**src/rtl/lcd_text_buffer.sv**
```systemverilog
// -----------------------------------------------------------------------------
// lcd_text_buffer
//
// Double-buffered text store feeding a 16x2 character-LCD driver. ASCII bytes
// arrive over a valid/ready stream and land in a 32-character back buffer at
// the cursor. A commit copies the back buffer into the front buffer
// (LINE1/LINE2), so the LCD driver can sample at any time and never shows
// half-written text. Form-feed blanks the back buffer over 32 cycles.
//
// Ports
//   clk          system clock, all logic on posedge
//   rst_n        asynchronous active-low reset
//   char_in      byte to write (character or control code)
//   char_valid   char_in is valid
//   char_ready   a byte can be accepted this cycle (high only in IDLE)
//   commit       request to publish the back buffer on LINE1/LINE2
//   LINE1        front buffer line 1, col0 in [127:120], col15 in [7:0]
//   LINE2        front buffer line 2, same packing
//   cursor       next write slot: [4] = line (0 = line 1), [3:0] = column
//   busy         high while the back buffer is being cleared
//   commit_done  one-cycle pulse after LINE1/LINE2 have been updated
// -----------------------------------------------------------------------------
module lcd_text_buffer #(
  parameter logic [7:0] BLANK_CHAR = 8'h20,
  parameter logic [7:0] NL_CODE    = 8'h0A,
  parameter logic [7:0] FF_CODE    = 8'h0C
) (
  input  logic         clk,
  input  logic         rst_n,
  input  logic [7:0]   char_in,
  input  logic         char_valid,
  output logic         char_ready,
  input  logic         commit,
  output logic [127:0] LINE1,
  output logic [127:0] LINE2,
  output logic [4:0]   cursor,
  output logic         busy,
  output logic         commit_done
);

  typedef enum logic {IDLE, CLEAR} state_t;

  state_t     state;
  state_t     state_next;
  logic [7:0] back [32];
  logic [4:0] clr_idx;
  logic       commit_pending;

  logic accept;
  logic publish;
  logic clear_last;
  logic is_nl;
  logic is_ff;

  assign accept     = char_valid && char_ready;
  assign is_nl      = (char_in == NL_CODE);
  assign is_ff      = (char_in == FF_CODE);
  // A commit requested during CLEAR is held and runs on the first IDLE edge.
  assign publish    = (state == IDLE) && (commit || commit_pending);
  assign clear_last = (state == CLEAR) && (clr_idx == 5'd31);

  // ---------------------------------------------------------------------------
  // FSM: state register
  // ---------------------------------------------------------------------------
  // NOTE: all clocked state uses non-blocking assignments so every register
  // sees pre-edge values of the others (e.g. the commit copy reads the old
  // back buffer even when a byte is written at the same edge).
  always_ff @(posedge clk or negedge rst_n) begin
    if (!rst_n) state <= IDLE;
    else        state <= state_next;
  end

  // FSM: next-state logic
  always_comb begin
    // NOTE: default assignment first so no path leaves state_next unassigned,
    // which would otherwise infer a latch.
    state_next = state;
    unique case (state)
      IDLE:  if (accept && is_ff) state_next = CLEAR;
      CLEAR: if (clear_last)      state_next = IDLE;
      default:                    state_next = IDLE;
    endcase
  end

  // FSM: outputs
  always_comb begin
    char_ready = (state == IDLE);
    busy       = (state == CLEAR);
  end

  // ---------------------------------------------------------------------------
  // Back buffer
  // ---------------------------------------------------------------------------
  // NOTE: the back buffer is reset explicitly because the reset contents are
  // visible (a commit right after reset must publish blanks); this keeps it in
  // flops rather than a RAM macro, which is fine at 32 bytes.
  always_ff @(posedge clk or negedge rst_n) begin
    if (!rst_n) begin
      for (int i = 0; i < 32; i++) back[i] <= BLANK_CHAR;
    end else if (state == CLEAR) begin
      back[clr_idx] <= BLANK_CHAR;
    end else if (accept && !is_nl && !is_ff) begin
      back[cursor] <= char_in;
    end
  end

  // Cursor: plain bytes advance mod 32, newline toggles line and homes column.
  always_ff @(posedge clk or negedge rst_n) begin
    if (!rst_n) begin
      cursor <= 5'd0;
    end else if (accept) begin
      if (is_nl)      cursor <= {~cursor[4], 4'd0};
      else if (is_ff) cursor <= 5'd0;
      else            cursor <= cursor + 5'd1;
    end
  end

  // Clear index wraps back to 0 on the last CLEAR edge, ready for next time.
  always_ff @(posedge clk or negedge rst_n) begin
    if (!rst_n)                clr_idx <= 5'd0;
    else if (state == CLEAR)   clr_idx <= clr_idx + 5'd1;
  end

  always_ff @(posedge clk or negedge rst_n) begin
    if (!rst_n)                          commit_pending <= 1'b0;
    else if (publish)                    commit_pending <= 1'b0;
    else if (state == CLEAR && commit)   commit_pending <= 1'b1;
  end

  // ---------------------------------------------------------------------------
  // Front buffer
  // ---------------------------------------------------------------------------
  always_ff @(posedge clk or negedge rst_n) begin
    if (!rst_n) begin
      LINE1       <= {16{BLANK_CHAR}};
      LINE2       <= {16{BLANK_CHAR}};
      commit_done <= 1'b0;
    end else begin
      commit_done <= publish;
      if (publish) begin
        for (int i = 0; i < 16; i++) begin
          LINE1[127-8*i -: 8] <= back[i];
          LINE2[127-8*i -: 8] <= back[16+i];
        end
      end
    end
  end

endmodule

```
**config.mk**
```make
export PLATFORM = sky130hd
export DESIGN_NAME = lcd_text_buffer
export DESIGN_NICKNAME = d
export VERILOG_FILES = /design/src/rtl/lcd_text_buffer.sv
export SDC_FILE = /design/constraint.sdc
export NUM_CORES = 1
export LEC_CHECK = 0
export CORE_AREA = 2 2 257 183
export CTS_CLUSTER_SIZE = 30
export DETAILED_ROUTE_END_ITERATION = 6
export DIE_AREA = 0 0 259 185
export PLACE_DENSITY = 0.73
export SLEW_MARGIN = 20
export SYNTH_ARGS = -nofsm -noshare
export SYNTH_HDL_FRONTEND = slang
export SYNTH_SLANG_ARGS = --single-unit
```
**constraint.sdc**
```tcl
create_clock -name clk -period 2.01 [get_ports clk]
set_input_delay 0.3015 -clock clk [delete_from_list [all_inputs] [get_ports clk]]
set_output_delay 0.3015 -clock clk [all_outputs]
set_load 0.03 [all_outputs]
```
==> impl_metrics.env <==
export IMPL_leakage_nw=13.2
export IMPL_whs_ns=0.190
export IMPL_syn_area_per_cell_um2=9.52
export IMPL_io_pins=276
export IMPL_final_setup_viol_count=9
export IMPL_htreeDepth=2
export IMPL_grt_pass1_wl_mm=112
export IMPL_clk_pin_slew_worst_paths_ns=0.06
export IMPL_cts_tree="done"
export IMPL_irDropWorstVdd_uv=732
export IMPL_yosysTopAreaCell="dfrtp_1"
export IMPL_synth_edf_count=0
export IMPL_dpl_cell_area_um2=27400
export IMPL_syn_area_um2=23000
export IMPL_drt_iter0_markers=1990
export IMPL_synth_cells=2413
export IMPL_synth_main_ff_cell="dfrtp_1"
export IMPL_cts_root_buf="clkbuf_16"
export IMPL_num_rows=66
export IMPL_startpoint_type="flip-flop"
export IMPL_fin_skew_ns=0.0118
export IMPL_yosysMostFrequentCell="nand2_1"
export IMPL_cap_viol_max_count=0
export IMPL_syn_to_final_growth_pct=31.1
export IMPL_multi_input_area_um2=8600
export IMPL_grt_setup_unrepaired="true"
export IMPL_clk_path_buf_depth=3
export IMPL_vias=19900
export IMPL_dieArea_um2=47900
export IMPL_nFillCells=3480
export IMPL_worstMarginPinSlew_ns=0.621
export IMPL_final_max_slew_viol_count=0
export IMPL_powerDensity_nw_per_um2=1290
export IMPL_clk_latency_ns=0.58
export IMPL_place_congestion=0.895
export IMPL_wl_per_cell_um=21.4
export IMPL_p_total_mw=38.9
export IMPL_synthTopCellsByArea="dfrtp_1, nand2_1, dfstp_2"
export IMPL_post_route_cells_drive_above_1_share_pct=16.4
export IMPL_area_sequential_um2=13200
export IMPL_fp_dieH_um=185
export IMPL_ys_types=56
export IMPL_core_um2=45700
export IMPL_path_max_fanout=8
export IMPL_crit_type="reg -> reg"
export IMPL_setup_tns_ns=-0.127
export IMPL_setup_slack_ns=-0.0243
export IMPL_drtAntennaViolNets=0
export IMPL_fin_area_um2=30100
export IMPL_detail_route_wirelength_mm=72.6
export IMPL_numCtsBuffers=51
export IMPL_grt_pass1_vias=19600
export IMPL_grt_overflow_total=0
export IMPL_ys_ff_latch=525
export IMPL_track_usage_pct=29.8
export IMPL_cp_arrival_ns=2.47
export IMPL_grt_max_degree=112
export IMPL_post_route_drc_count=0
export IMPL_dp_slack_ns=-0.719
export IMPL_synthDominantCellAreaShare_pct=50.2
export IMPL_async_reset_ff_share_pct=100
export IMPL_start_util_pct=50.3
export IMPL_violations="negative setup slack"
export IMPL_critPathRequiredTime_ns=2.45
export IMPL_synthTopCellsByCount="nand2_1, dfrtp_1, o21ai_0"
export IMPL_die_w_um=259
export IMPL_nets=2759
export IMPL_hold_class="in -> async"
export IMPL_io_buffer_count=275
export IMPL_seq_area_frac_synth_pct=57.5
export IMPL_fin_crit_ns=2.03
export IMPL_max_freq_ghz=0.492
export IMPL_final_cells=3393
export IMPL_fin_crit_sh_pct=101
export IMPL_dp_hpwl_mm=47.6
export IMPL_synth_warnings=0
export IMPL_firstDrtPassIters=6
export IMPL_end_kind="flip-flop"
export IMPL_dp_cells=3258
export IMPL_hold_violations=0
export IMPL_viasPerCell=5.87
export IMPL_syn_nets=2434
export IMPL_clock_sinks=525
export IMPL_final_core_util_pct=65.9
export IMPL_relSlewSlack_pct=58.6
export IMPL_outcome="complete, but fails checks"
export IMPL_antenna_found_initial=1
## routing by layer
layer	track usage (%)	vias to the layer above	wire length (um)
li1	-	8949	-
met1	41.9	9791	30300
met2	46.2	969	33300
met3	5.95	199	6180
met4	11.1	0	2800
met5	0	-	0
## kinds of logic after synthesis
kind of cell               after synthesis  synth area share [%]
AOI/OAI and AO/OA                      558                  17.2
muxes                                   28                  1.22
buffers and inverters                  424                  7.16
and+or+nand+nor                        864                  16.2
xor gates and xnor gates                 5                 0.191
DFF                                    525                  57.5
adders and majority gates                9                 0.490
## final cells by class
cell class	count	area share (%)
tap	612	2.54
timing repair buffer	472	16.2
inverter	224	2.81
clock inverter	22	0.948
antenna	1	0.00831
multi-input combinational	1464	28.6
sequential	525	43.9
clock buffer	73	4.95
## sequential cells by signal, summed over array words and instances (netlist names)
name and flops:
commit_pending 1, clr_idx 5, LINE1 128, LINE2 128
commit_done 1, busy 1, cursor 5, back 256
## path summary, 6_finish.rpt
path                       slack [ns]  cells past startpoint           startpoint               endpoint
max                             -0.02                      6       busy$_DFF_PN0_  back[192]$_DFFE_PN0P_
min                              0.19                      2                rst_n  back[156]$_DFFE_PN0P_
max reg2reg                     -0.02                      6       busy$_DFF_PN0_  back[192]$_DFFE_PN0P_
min reg2reg                      0.47                      2  back[5]$_DFFE_PN1P_   LINE2[5]$_DFFE_PN1P_
max in group asynchronous        0.93                      4                rst_n  LINE2[13]$_DFFE_PN1P_
min in group clk                 0.28                      4           char_in[4]   back[92]$_DFFE_PN0P_
## layout by cell type (no fill, tap or decap), drive strengths merged, types with 30 or more instances in the layout
| master | synthesis | final |
|---|---|---|
| nand2 | 570 | 570 |
| dfrtp | 461 | 461 |
| o21ai | 246 | 246 |
| inv | 222 | 222 |
| clkdlybuf4s50 | 0 | 217 |
| buf | 39 | 197 |
| nand3 | 184 | 184 |
| o311ai | 183 | 183 |
| clkbuf | 161 | 77 |
| dfstp | 64 | 64 |
| dlygate4sd2 | 0 | 40 |
| and2 | 35 | 35 |
| a221oi | 31 | 31 |
| o21a | 30 | 30 |
## power breakdown
part	switching (mW)	internal, mW	total [mW]
Combinational	7.98	5.00	13.0
Sequential	1.94	13.8	15.7
Clock	4.22	5.96	10.2
## repair_timing
item / 4_1_cts / 5_1_grt
gates cloned: 6 / 3
gates resized for setup: 111 / 115
hold buffers: 1 / 0
setup buffers: 19 / 11
endpoints found under the setup margin: 161 / 319
endpoints found under the hold margin: 177 / 0
pin swaps: 4 / 8
## critical path, stage by stage (launching register included)
cell,delay [ns]
dfrtp_4,0.51
or3b_4,0.43
a311oi_4,0.34
buf_12,0.18
buf_8,0.11
and2_4,0.21
o311ai_1,0.11
(Power assumes the default switching activity.)
